### src/rtl/z16_register_file_if.sv
// Read/write bus between the Z16 decode/write-back stages and the register file.
// The register file sits on the slave modport; the core (or a testbench) drives the master modport.
interface z16_register_file_if #(
    parameter int DATA_W = 16,
    parameter int ADDR_W = 4
);
    logic              i_rd_en;
    logic [ADDR_W-1:0] i_rd_addr_a;
    logic [ADDR_W-1:0] i_rd_addr_b;
    logic [DATA_W-1:0] o_rd_data_a;
    logic [DATA_W-1:0] o_rd_data_b;
    logic              o_rd_valid;
    logic              i_wr_en;
    logic [ADDR_W-1:0] i_wr_addr;
    logic [DATA_W-1:0] i_wr_data;

    modport slave (
        input  i_rd_en,
        input  i_rd_addr_a,
        input  i_rd_addr_b,
        output o_rd_data_a,
        output o_rd_data_b,
        output o_rd_valid,
        input  i_wr_en,
        input  i_wr_addr,
        input  i_wr_data
    );

    modport master (
        output i_rd_en,
        output i_rd_addr_a,
        output i_rd_addr_b,
        input  o_rd_data_a,
        input  o_rd_data_b,
        input  o_rd_valid,
        output i_wr_en,
        output i_wr_addr,
        output i_wr_data
    );
endinterface

### src/rtl/z16_register_file.sv
// Z16 16x16 register file: two registered read ports (ALU operands A/B), one write-back port.
// Define Z16_REGFILE_BYPASS_EN to forward same-cycle write data into a matching read port.
module z16_register_file #(
    parameter int                DATA_W    = 16,
    parameter int                ADDR_W    = 4,
    parameter logic [DATA_W-1:0] RESET_VAL = {DATA_W{1'b0}}
) (
    input  logic               i_clk,
    input  logic               i_rst_n,
    z16_register_file_if.slave bus
);

    localparam int DEPTH = 1 << ADDR_W;

    logic [DATA_W-1:0] regs_q [DEPTH];
    logic [DATA_W-1:0] regs_d [DEPTH];

    logic [DATA_W-1:0] rd_data_a_q;
    logic [DATA_W-1:0] rd_data_a_d;
    logic [DATA_W-1:0] rd_data_b_q;
    logic [DATA_W-1:0] rd_data_b_d;
    logic              rd_valid_q;
    logic              rd_valid_d;

    logic              byp_a;
    logic              byp_b;

    always_comb begin
        regs_d = regs_q;
        if (bus.i_wr_en) begin
            regs_d[bus.i_wr_addr] = bus.i_wr_data;
        end
    end

    // Each read port independently decides whether it sees the write in flight.
`ifdef Z16_REGFILE_BYPASS_EN
    assign byp_a = bus.i_wr_en && (bus.i_wr_addr == bus.i_rd_addr_a);
    assign byp_b = bus.i_wr_en && (bus.i_wr_addr == bus.i_rd_addr_b);
`else
    assign byp_a = 1'b0;
    assign byp_b = 1'b0;
`endif

    always_comb begin
        rd_data_a_d = rd_data_a_q;
        rd_data_b_d = rd_data_b_q;
        rd_valid_d  = bus.i_rd_en;
        if (bus.i_rd_en) begin
            rd_data_a_d = byp_a ? bus.i_wr_data : regs_q[bus.i_rd_addr_a];
            rd_data_b_d = byp_b ? bus.i_wr_data : regs_q[bus.i_rd_addr_b];
        end
    end

    always_ff @(posedge i_clk or negedge i_rst_n) begin
        if (!i_rst_n) begin
            for (int i = 0; i < DEPTH; i++) begin
                regs_q[i] <= RESET_VAL;
            end
            rd_data_a_q <= RESET_VAL;
            rd_data_b_q <= RESET_VAL;
            rd_valid_q  <= 1'b0;
        end else begin
            regs_q      <= regs_d;
            rd_data_a_q <= rd_data_a_d;
            rd_data_b_q <= rd_data_b_d;
            rd_valid_q  <= rd_valid_d;
        end
    end

    assign bus.o_rd_data_a = rd_data_a_q;
    assign bus.o_rd_data_b = rd_data_b_q;
    assign bus.o_rd_valid  = rd_valid_q;

endmodule

### src/flat_wrapper.sv
// flat-port wrapper written by rule: the top's interface ports become plain ports
module z16_register_file_flat 
#(
    parameter int                DATA_W    = 16,
    parameter int                ADDR_W    = 4,
    parameter logic [DATA_W-1:0] RESET_VAL = {DATA_W{1'b0}}
)
  (i_clk, i_rst_n, bus_i_rd_en, bus_i_rd_addr_a, bus_i_rd_addr_b, bus_o_rd_data_a, bus_o_rd_data_b, bus_o_rd_valid, bus_i_wr_en, bus_i_wr_addr, bus_i_wr_data);
  z16_register_file_if #(.DATA_W(DATA_W), .ADDR_W(ADDR_W)) bus_i ();
  input  logic i_clk;
  input  logic i_rst_n;
  input wire logic [$bits(bus_i.i_rd_en)-1:0] bus_i_rd_en;
  input wire logic [$bits(bus_i.i_rd_addr_a)-1:0] bus_i_rd_addr_a;
  input wire logic [$bits(bus_i.i_rd_addr_b)-1:0] bus_i_rd_addr_b;
  output wire logic [$bits(bus_i.o_rd_data_a)-1:0] bus_o_rd_data_a;
  output wire logic [$bits(bus_i.o_rd_data_b)-1:0] bus_o_rd_data_b;
  output wire logic [$bits(bus_i.o_rd_valid)-1:0] bus_o_rd_valid;
  input wire logic [$bits(bus_i.i_wr_en)-1:0] bus_i_wr_en;
  input wire logic [$bits(bus_i.i_wr_addr)-1:0] bus_i_wr_addr;
  input wire logic [$bits(bus_i.i_wr_data)-1:0] bus_i_wr_data;
  assign bus_i.i_rd_en = bus_i_rd_en;
  assign bus_i.i_rd_addr_a = bus_i_rd_addr_a;
  assign bus_i.i_rd_addr_b = bus_i_rd_addr_b;
  assign bus_o_rd_data_a = bus_i.o_rd_data_a;
  assign bus_o_rd_data_b = bus_i.o_rd_data_b;
  assign bus_o_rd_valid = bus_i.o_rd_valid;
  assign bus_i.i_wr_en = bus_i_wr_en;
  assign bus_i.i_wr_addr = bus_i_wr_addr;
  assign bus_i.i_wr_data = bus_i_wr_data;
  z16_register_file #(.DATA_W(DATA_W), .ADDR_W(ADDR_W), .RESET_VAL(RESET_VAL)) u_core (.i_clk(i_clk), .i_rst_n(i_rst_n), .bus(bus_i));
endmodule
### config.mk
export PLATFORM = sky130hd
export DESIGN_NAME = z16_register_file_flat
export DESIGN_NICKNAME = d
export VERILOG_FILES = /design/src/rtl/z16_register_file_if.sv /design/src/rtl/z16_register_file.sv /design/src/flat_wrapper.sv
export SDC_FILE = /design/constraint.sdc
export NUM_CORES = 1
export LEC_CHECK = 0
export BUFFER_PORTS_ARGS = -buffer_cell sky130_fd_sc_hd__buf_4
export CAP_MARGIN = 20
export CORE_MARGIN = 5
export CORE_UTILIZATION = 56
export DETAILED_ROUTE_END_ITERATION = 8
export PLACE_DENSITY = 0.74
export SLEW_MARGIN = 25
export SYNTH_ARGS = -nofsm -noshare
export SYNTH_HDL_FRONTEND = slang
export SYNTH_SLANG_ARGS = --single-unit
### constraint.sdc
create_clock -name i_clk -period 4.5 [get_ports i_clk]
set_clock_uncertainty 0.15 [all_clocks]
set_input_delay 0.45 -clock i_clk [delete_from_list [all_inputs] [get_ports i_clk]]
set_output_delay 0.45 -clock i_clk [all_outputs]
set_load 0.03 [all_outputs]
Word level (Yosys, flattened, before mapping)
Cells that the tools add are included.
{ "totals": {"ff_bits": 289, "in_bits": 32, "word_cells": 36, "output_inout_bits": 33} }
{ "classes": {"n_bitwise": 3, "order_cmp": 4, "n_mux": 9, "n_reduce_logical": 1} }
{ "op_table": {"columns": ["cell", "count"], "rows": [
  ["256-bit bitwise mux", 1],
  ["16-bit binary-select mux with 4-bit select", 2],
  ["16-bit two-way mux", 5],
  ["16-bit demux with 4-bit select", 1],
  ["5-bit >= comparator (second input constant)", 3],
  ["4-bit inverter with 5-bit output", 3],
  ["5-bit by 1-bit less-than comparator with 1-bit output (second input constant)", 1],
  ["1-bit logical AND", 1]
]} }

Longest topological paths before layout
Gate-level depths: netlist (run 1).
{ "logic_depth": {"ltp_word": 6, "mapped_depth": 6, "mapped_depth_nobuf": 3} }

Worst setup path before layout (run 1)
Ideal clock, no wire load.
{ "synth_timing": {"kind": "input port to flip-flop", "startpoint": "input bus_i_rd_addr_b[2]", "endpoint": "register u_core.rd_data_b_q[3], in the netlist u_core.bus.o_rd_data_b[3]", "setup_ps": 133, "n_path_buf": 3, "required_ps": 4217, "arrival_ps": 1563, "slack_ps": 2654, "stages": 6, "path_cell_list": "buf_6 > buf_6 > clkbuf_8 > mux4_4 > o22ai_1 > a221oi_1"} }
{ "synth_between": {"elab_chain_cells": 4} }
{ "synth_rtl": {"columns": ["element", "line", "rtl"], "rows": [
  ["start: declaration", "flat_wrapper.sv:14", "input wire logic [$bits(bus_i.i_rd_addr_b)-1:0] bus_i_rd_addr_b;"],
  ["4-bit inverter with 5-bit output (not written as such)", "z16_register_file.sv:50", "rd_data_b_d = byp_b ? bus.i_wr_data : regs_q[bus.i_rd_addr_b];"],
  ["16-bit binary-select mux with 4-bit select", "z16_register_file.sv:50", null],
  ["16-bit two-way mux (not written as such) (2 in a row)", "z16_register_file.sv:50", null],
  ["end signal: assignment", "z16_register_file.sv:65", "rd_data_b_q <= rd_data_b_d;"],
  ["end: declaration", "z16_register_file.sv:20", "logic [DATA_W-1:0] rd_data_b_q;"]
]} }
Every way passes these cells. The select of a mux whose other input is x is not followed.
A chain may end at the register's enable or synchronous reset.

Final worst setup path (run 1)
{ "layout_timing": {"startpoint": "input bus_i_rd_addr_a[2]", "endpoint": "register u_core.rd_data_a_q[12], in the netlist u_core.bus.o_rd_data_a[12]"} }
{ "layout_between": {"elab_chain_cells": 4} }
{ "layout_rtl": {"columns": ["element", "line", "rtl"], "rows": [
  ["start: declaration", "flat_wrapper.sv:13", "input wire logic [$bits(bus_i.i_rd_addr_a)-1:0] bus_i_rd_addr_a;"],
  ["4-bit inverter with 5-bit output (not written as such)", "z16_register_file.sv:49", "rd_data_a_d = byp_a ? bus.i_wr_data : regs_q[bus.i_rd_addr_a];"],
  ["16-bit binary-select mux with 4-bit select", "z16_register_file.sv:49", null],
  ["16-bit two-way mux (not written as such) (2 in a row)", "z16_register_file.sv:49", null],
  ["end signal: assignment", "z16_register_file.sv:64", "rd_data_a_q <= rd_data_a_d;"],
  ["end: declaration", "z16_register_file.sv:18", "logic [DATA_W-1:0] rd_data_a_q;"]
]} }
Every way passes these cells. The select of a mux whose other input is x is not followed.

==> results of run 1 <==
## final timing paths
path / startpoint / slack [ns] / end / depth (start not counted)
min reg2reg: u_core.regs_q[79]$_DFFE_PN0P_ / 0.37 / u_core.regs_q[79]$_DFFE_PN0P_ / 1
max in group asynchronous: i_rst_n / 2.73 / u_core.regs_q[195]$_DFFE_PN0P_ / 3
min in group asynchronous: i_rst_n / 0.38 / u_core.regs_q[104]$_DFFE_PN0P_ / 2
max reg2reg: u_core.regs_q[24]$_DFFE_PN0P_ / 2.89 / u_core.bus.o_rd_data_b[8]$_DFFE_PN0P_ / 3
max: bus_i_rd_addr_a[2] / 2.34 / u_core.bus.o_rd_data_a[12]$_DFFE_PN0P_ / 5
min: bus_i_wr_data[4] / 0.12 / u_core.regs_q[36]$_DFFE_PN0P_ / 2
## what timing repair did
item	CTS	global route
gates resized for setup	0	0
hold endpoints to repair	98	0
hold buffers	1	0
## worst max-delay path, stage by stage
cell and delay [ns]:
buf_4 0.61, buf_4 0.39, mux4_2 0.54, mux2i_1 0.22, a221oi_1 0.13
## layout make-up
cell class,count,area [um^2]
repair buffers,82,654.4
multi-input cells,542,6994
clock buffers,44,904.6
well taps,335,419.2
fillers,1929,9746
flip-flops and latches,289,7232
clock inverters,9,108.9
## synthesized netlist by cell type (9+ instances only)
| cell | number | area [um^2] |
|---|---|---|
| clkbuf_1 | 23 | 86.33 |
| dfrtp_1 | 289 | 7232 |
| mux2i_1 | 32 | 320.3 |
| buf_2 | 29 | 145.1 |
| buf_6 | 13 | 146.4 |
| mux2_2 | 256 | 2883 |
| a221oi_1 | 31 | 271.5 |
| nor2_2 | 9 | 56.30 |
| o22ai_1 | 32 | 200.2 |
| nor2_1 | 33 | 123.9 |
| mux4_1 | 20 | 525.5 |
| clkbuf_8 | 9 | 123.9 |
| mux4_2 | 106 | 2387 |
## placed cells by master, fill, tap and decap left out, drive strengths merged, types with 4 or more instances in the layout
master | synthesis | final
dfrtp | 289 | 289
mux2 | 256 | 256
mux4 | 128 | 128
buf | 52 | 81
clkbuf | 35 | 44
nor2 | 42 | 42
o22ai | 32 | 32
mux2i | 32 | 32
a221oi | 32 | 32
nand2b | 7 | 7
clkinv | 0 | 6
nand3b | 4 | 4
## layer usage
| layer | vias to the layer above | wire length (um) |
|---|---|---|
| met1 | 4756 | 14690 |
| li1 | 3669 | - |
| met4 | 0 | 779 |
| met3 | 58 | 2097 |
| met2 | 272 | 18490 |
| met5 | - | 0 |
## through the flow
step           hold slack (ns)  cell area [um^2]  cells  power, mW
6_report                0.1195             16310   1301      7.918
5_1_grt                 0.1189             16310   1301      8.274
4_1_cts                0.09958             16300   1301      7.961
3_5_place_dp            0.3596             15280   1247      5.423
3_3_place_gp            0.3502             15270   1247      5.350
2_1_floorplan         0.004409             14810    918      4.893
## flip-flops by register name (all words and copies together) (netlist names)
name and flops:
u_core.regs_q 256, u_core.bus.o_rd_data_a 16, u_core.bus.o_rd_data_b 16, u_core.bus.o_rd_valid 1
## power by group through the flow
stage / Sequential, mW / Combinational (mW) / Clock (mW)
global placement: 3.63 / 1.72 / 0
global route: 3.71 / 1.90 / 2.67
detailed placement: 3.66 / 1.76 / 0
CTS: 3.62 / 1.77 / 2.57
floorplan: 3.62 / 1.27 / 0
finish: 3.63 / 1.75 / 2.53
## logic make-up after synthesis
logic type	Yosys count	synth area share, %
muxes	416	41.65
AOI/OAI and AO/OA	64	3.287
DFF	289	48.85
buffers and inverters	87	4.048
and+or+nand+nor	62	2.172
==> results.json, run 1 <==
{
  "grt.met3_usage_pct": 3.908,
  "pre_cts_ws_ns": 1.751,
  "place_congestion": 0.7905,
  "wire_per_inst_um": 27.72,
  "coreArea_mm2": 0.02606,
  "ios": 65,
  "synthFlopType": "dfrtp_1",
  "grtUsageMet1_pct": 33.37,
  "drive_above_1_share_pct": 53.00,
  "utilization_pct": 62.60,
  "powerDensity_mw_per_mm2": 485.4,
  "synth-async-reset-ratio_pct": 100.0,
  "dpl.hpwl_mm": 21.55,
  "synth_cell_types": 30,
  "p_seq_share_pct": 45.9,
  "clock_sinks": 289,
  "routed_wl_mm": 36.06,
  "firstDrtPassIters": 5,
  "setup_tns_ns": 0,
  "antenna_found_initial": 0,
  "syn2layout_area_growth_pct": 10.18,
  "switching_power_mw": 2.157,
  "vdd_drop_max_mv": 0.2998,
  "combPwrFrac_pct": 22.1,
  "die_x_um": 172.6,
  "die_area_mm2": 0.02979,
  "leakage_nw": 6.866,
  "status": "finished, final reports clean",
  "switching_share_pct": 27.25,
  "synth_edf_count": 0,
  "synth_warnings": 0,
  "crit_arrival_ns": 2.38,
  "syn-num-nets": 950,
  "top_usage_layer": "met2",
  "setup_viol": 0,
  "start_kind": "input port",
  "cp_max_fo": 43,
  "cts_max_level": 1,
  "rsz0062_at_grt": "no",
  "track_usage_pct": 24.30,
  "numCtsBuffers": 30,
  "portBuffers": 64,
  "cts_tree": "done",
  "end_kind": "flip-flop",
  "initial_core_util_pct": 56.82,
  "die_y_um": 172.6,
  "grt.met2_usage_pct": 41.13,
  "seq_area_frac_synth_pct": 48.85,
  "hold_viol": 0,
  "clk_pin_slew_ns": 0.07,
  "drv_cap": 0,
  "fmax_ghz": 0.4632,
  "ctsLongestPathBuffers": 3,
  "vias": 8755,
  "pwr-share-clk_pct": 32.0,
  "grt_pass1_wl_mm": 56.83,
  "num_rows": 59,
  "grt_overflow": 0,
  "fin_crit_ns": 2.159,
  "drtIter0Drc": 661,
  "hold_class": "in2reg",
  "grt_pass1_vias": 9335,
  "tightest_slew_ns": 1.029,
  "cts_setup_buffers": 0,
  "synth-seq-cells": 289,
  "setup_ws_ns": 2.341,
  "avgViaCountPerCell": 6.729,
  "netlist_area_mm2": 0.01481,
  "critical_path_class": "in2reg",
  "p_int_mw": 5.760,
  "grt_max_degree": 103,
  "synth.avg_cell_area_um2": 16.13,
  "slew_violations": 0,
  "antenna_cells": 0,
  "clock-root-buffer": "clkbuf_16",
  "antenna_left": 0,
  "max-slew-margin-rel_pct": 31.38,
  "drc": 0,
  "nets": 977,
  "netlist_instances": 918,
  "crit_required_ns": 4.72,
  "insertion_delay_ns": 0.55,
  "min_period_over_period_pct": 47.97
}
Power figures use the tool's default switching activity.
==> run 2: changes to the inputs <==
--- a/config.mk
+++ b/config.mk
@@ -10,7 +10,7 @@
 export CORE_MARGIN = 5
 export CORE_UTILIZATION = 56
 export DETAILED_ROUTE_END_ITERATION = 8
-export PLACE_DENSITY = 0.74
+export PLACE_DENSITY = 0.76
 export SLEW_MARGIN = 25
 export SYNTH_ARGS = -nofsm -noshare
 export SYNTH_HDL_FRONTEND = slang
==> constraint.sdc (replaced) <==
create_clock -name i_clk -period 1.9 [get_ports i_clk]
set_clock_uncertainty 0.15 [all_clocks]
set_input_delay 0.19 -clock i_clk [delete_from_list [all_inputs] [get_ports i_clk]]
set_output_delay 0.19 -clock i_clk [all_outputs]
set_load 0.03 [all_outputs]
==> run 2 against run 1 <==
  * Flip-flop and latch count unchanged
  * Clock-buffer cell count increased by 3
  * Critical endpoint is now u_core.regs_q[191]$_DFFE_PN0P_
  * Critical path type unchanged
  * Critical path depth unchanged
  * Power increased by 150%
  * Clock power increased to 2.7 times the previous value
  * Global-route usage increased by 1.4 points
  * Via count increased by 5.1%
==> results.json, run 2 (synthesis gave the netlist of run 1 again) <==
{
  "status": "finished, final reports clean",
  "rsz0062_at_grt": "no",
  "initial_core_util_pct": 56.82,
  "die_area_mm2": 0.02979,
  "cpPeakStageDelay_ns": 0.55,
  "fmax_ghz": 0.5872,
  "nets": 1052,
  "cp_cell_sequence": "dlygate4sd3_1, buf_4, nand3b_2, mux2_2, dlygate4sd3_1",
  "grt_max_degree": 70,
  "grt_overflow": 0,
  "antenna_found_initial": 0,
  "crit_required_ns": 2.15,
  "num_rows": 59,
  "syn2layout_area_growth_pct": 17.30,
  "worst-path-buf-inv": 3,
  "end_kind": "flip-flop",
  "crit_family": "buffers and inverters",
  "leakage_nw": 7.384,
  "dp.cells": 1299,
  "seq_area_mm2": 0.007232,
  "clock_sinks": 289,
  "clk_pin_slew_ns": 0.06,
  "start_kind": "input port",
  "insertion_delay_ns": 0.51,
  "utilization_pct": 66.64,
  "slew_violations": 0,
  "cts_setup_buffers": 0,
  "routed_wl_mm": 38.18,
  "min_period_over_period_pct": 89.62,
  "r2r_setup_slack_ns": 0.27,
  "ios": 65,
  "post-route-cell-area_mm2": 0.01737,
  "cts_max_level": 2,
  "dpl.hpwl_mm": 23.88,
  "place_congestion": 0.7855,
  "die_y_um": 172.6,
  "vias": 9199,
  "critical_path_class": "in2reg",
  "fin_total_pwr_mw": 19.76,
  "placed_cell_area_mm2": 0.01600,
  "grt_pass1_wl_mm": 60.03,
  "track_usage_pct": 25.74,
  "portBuffers": 64,
  "firstDrtPassIters": 5,
  "regToRegEndpoint": "u_core.bus.o_rd_data_b[2]$_DFFE_PN0P_",
  "drive_above_1_share_pct": 54.69,
  "avgViaCountPerCell": 6.671,
  "hold_class": "in2async",
  "cp_max_fo": 6,
  "tightest_slew_ns": 0.6007,
  "die_x_um": 172.6,
  "drtIter0Drc": 887,
  "hold_viol": 0,
  "antenna_left": 0,
  "crit_arrival_ns": 1.95,
  "setup_viol": 0,
  "clock-root-buffer": "clkbuf_16",
  "powerDensity_mw_per_mm2": 1138,
  "drc": 0,
  "drv_cap": 0,
  "ctsLongestPathBuffers": 3,
  "final_common_cell": "dfrtp_1",
  "largest_reg_flops": 256,
  "top_register": "u_core.regs_q",
  "r2r_cells": 3,
  "antenna_cells": 0,
  "wire_per_inst_um": 27.69,
  "r2r-start": "u_core.regs_q[130]$_DFFE_PN0P_",
  "fin_cells": 1379,
  "setup_tns_ns": 0,
  "cts_tree": "done",
  "numCtsBuffers": 34,
  "cpMaxStageDelayCell": "dlygate4sd3_1",
  "fin_crit_ns": 1.703,
  "multi_input_area_mm2": 0.006978,
  "grt_pass1_vias": 9649,
  "nFillCells": 1756,
  "crit_top_cell": "dlygate4sd3_1",
  "max-slew-margin-rel_pct": 59.95,
  "final_cell_mix": "dfrtp_1 (289), mux2_2 (256), mux4_2 (106)",
  "coreArea_mm2": 0.02606,
  "vdd_drop_max_mv": 0.8796
}
-- run 2: cell count changes in the layout (fill, tap and decap cells not counted), moves of 2 or more --
cell	before	now
buf_12	2	29
clkinv_2	3	6
clkbuf_16	31	35
dlygate4sd3_1	1	20
nor2_2	7	9
clkinv_4	3	0
buf_4	77	103
nor2_4	2	0
bufinv_16	2	4
-- run 2: final cells by class --
cell class	instances	area share, %
flip-flops and latches	289	41.64
multi-input cells	542	40.18
repair buffers	153	9.035
clock buffers	47	5.706
well taps	335	2.414
clock inverters	13	1.023
-- run 2: routing by layer --
layer  up-vias  global-route usage [%]  wire [um]
met4         0                   6.933        979
met5         -                       0          0
met3        60                   4.672       2364
li1       3817                       -          -
met2       331                   41.26      18810
met1      4991                   36.94      16030
-- run 2: worst max path at each step --
stage | slack [ns] | cells past startpoint | start | end
after floorplan | 0.31 | 6 | bus_i_rd_addr_b[2] | u_core.bus.o_rd_data_b[3]$_DFFE_PN0P_
after global placement | 0.07 | 5 | bus_i_rd_addr_a[2] | u_core.bus.o_rd_data_a[13]$_DFFE_PN0P_
after detailed placement | 0.06 | 5 | bus_i_rd_addr_b[1] | u_core.bus.o_rd_data_b[5]$_DFFE_PN0P_
after CTS | 0.25 | 5 | bus_i_wr_addr[2] | u_core.regs_q[191]$_DFFE_PN0P_
after global routing | 0.16 | 6 | bus_i_wr_addr[2] | u_core.regs_q[198]$_DFFE_PN0P_
final | 0.20 | 5 | bus_i_wr_addr[2] | u_core.regs_q[191]$_DFFE_PN0P_
-- run 2: power by group --
group	leakage (nW)	internal (mW)	switching, mW
Combinational	3.29	2.66	1.69
Sequential	3.52	7.58	1.07
Clock	0.578	4.20	2.57
Total	7.38	14.4	5.33
-- run 2: through the flow --
stage / setup slack, ns / hold slack [ns]
floorplan: 0.3144 / -0.2556
global placement: 0.07449 / -0.02021
detailed placement: 0.05798 / -0.01822
CTS: 0.2544 / 0.01369
global route: 0.1639 / 0.04937
finish: 0.1971 / 0.03071
-- run 2: repair_timing --
item / 4_1_cts / 5_1_grt
hold buffers: 20 / 0
gates resized for setup: 0 / 0
hold endpoints to repair: 546 / 0
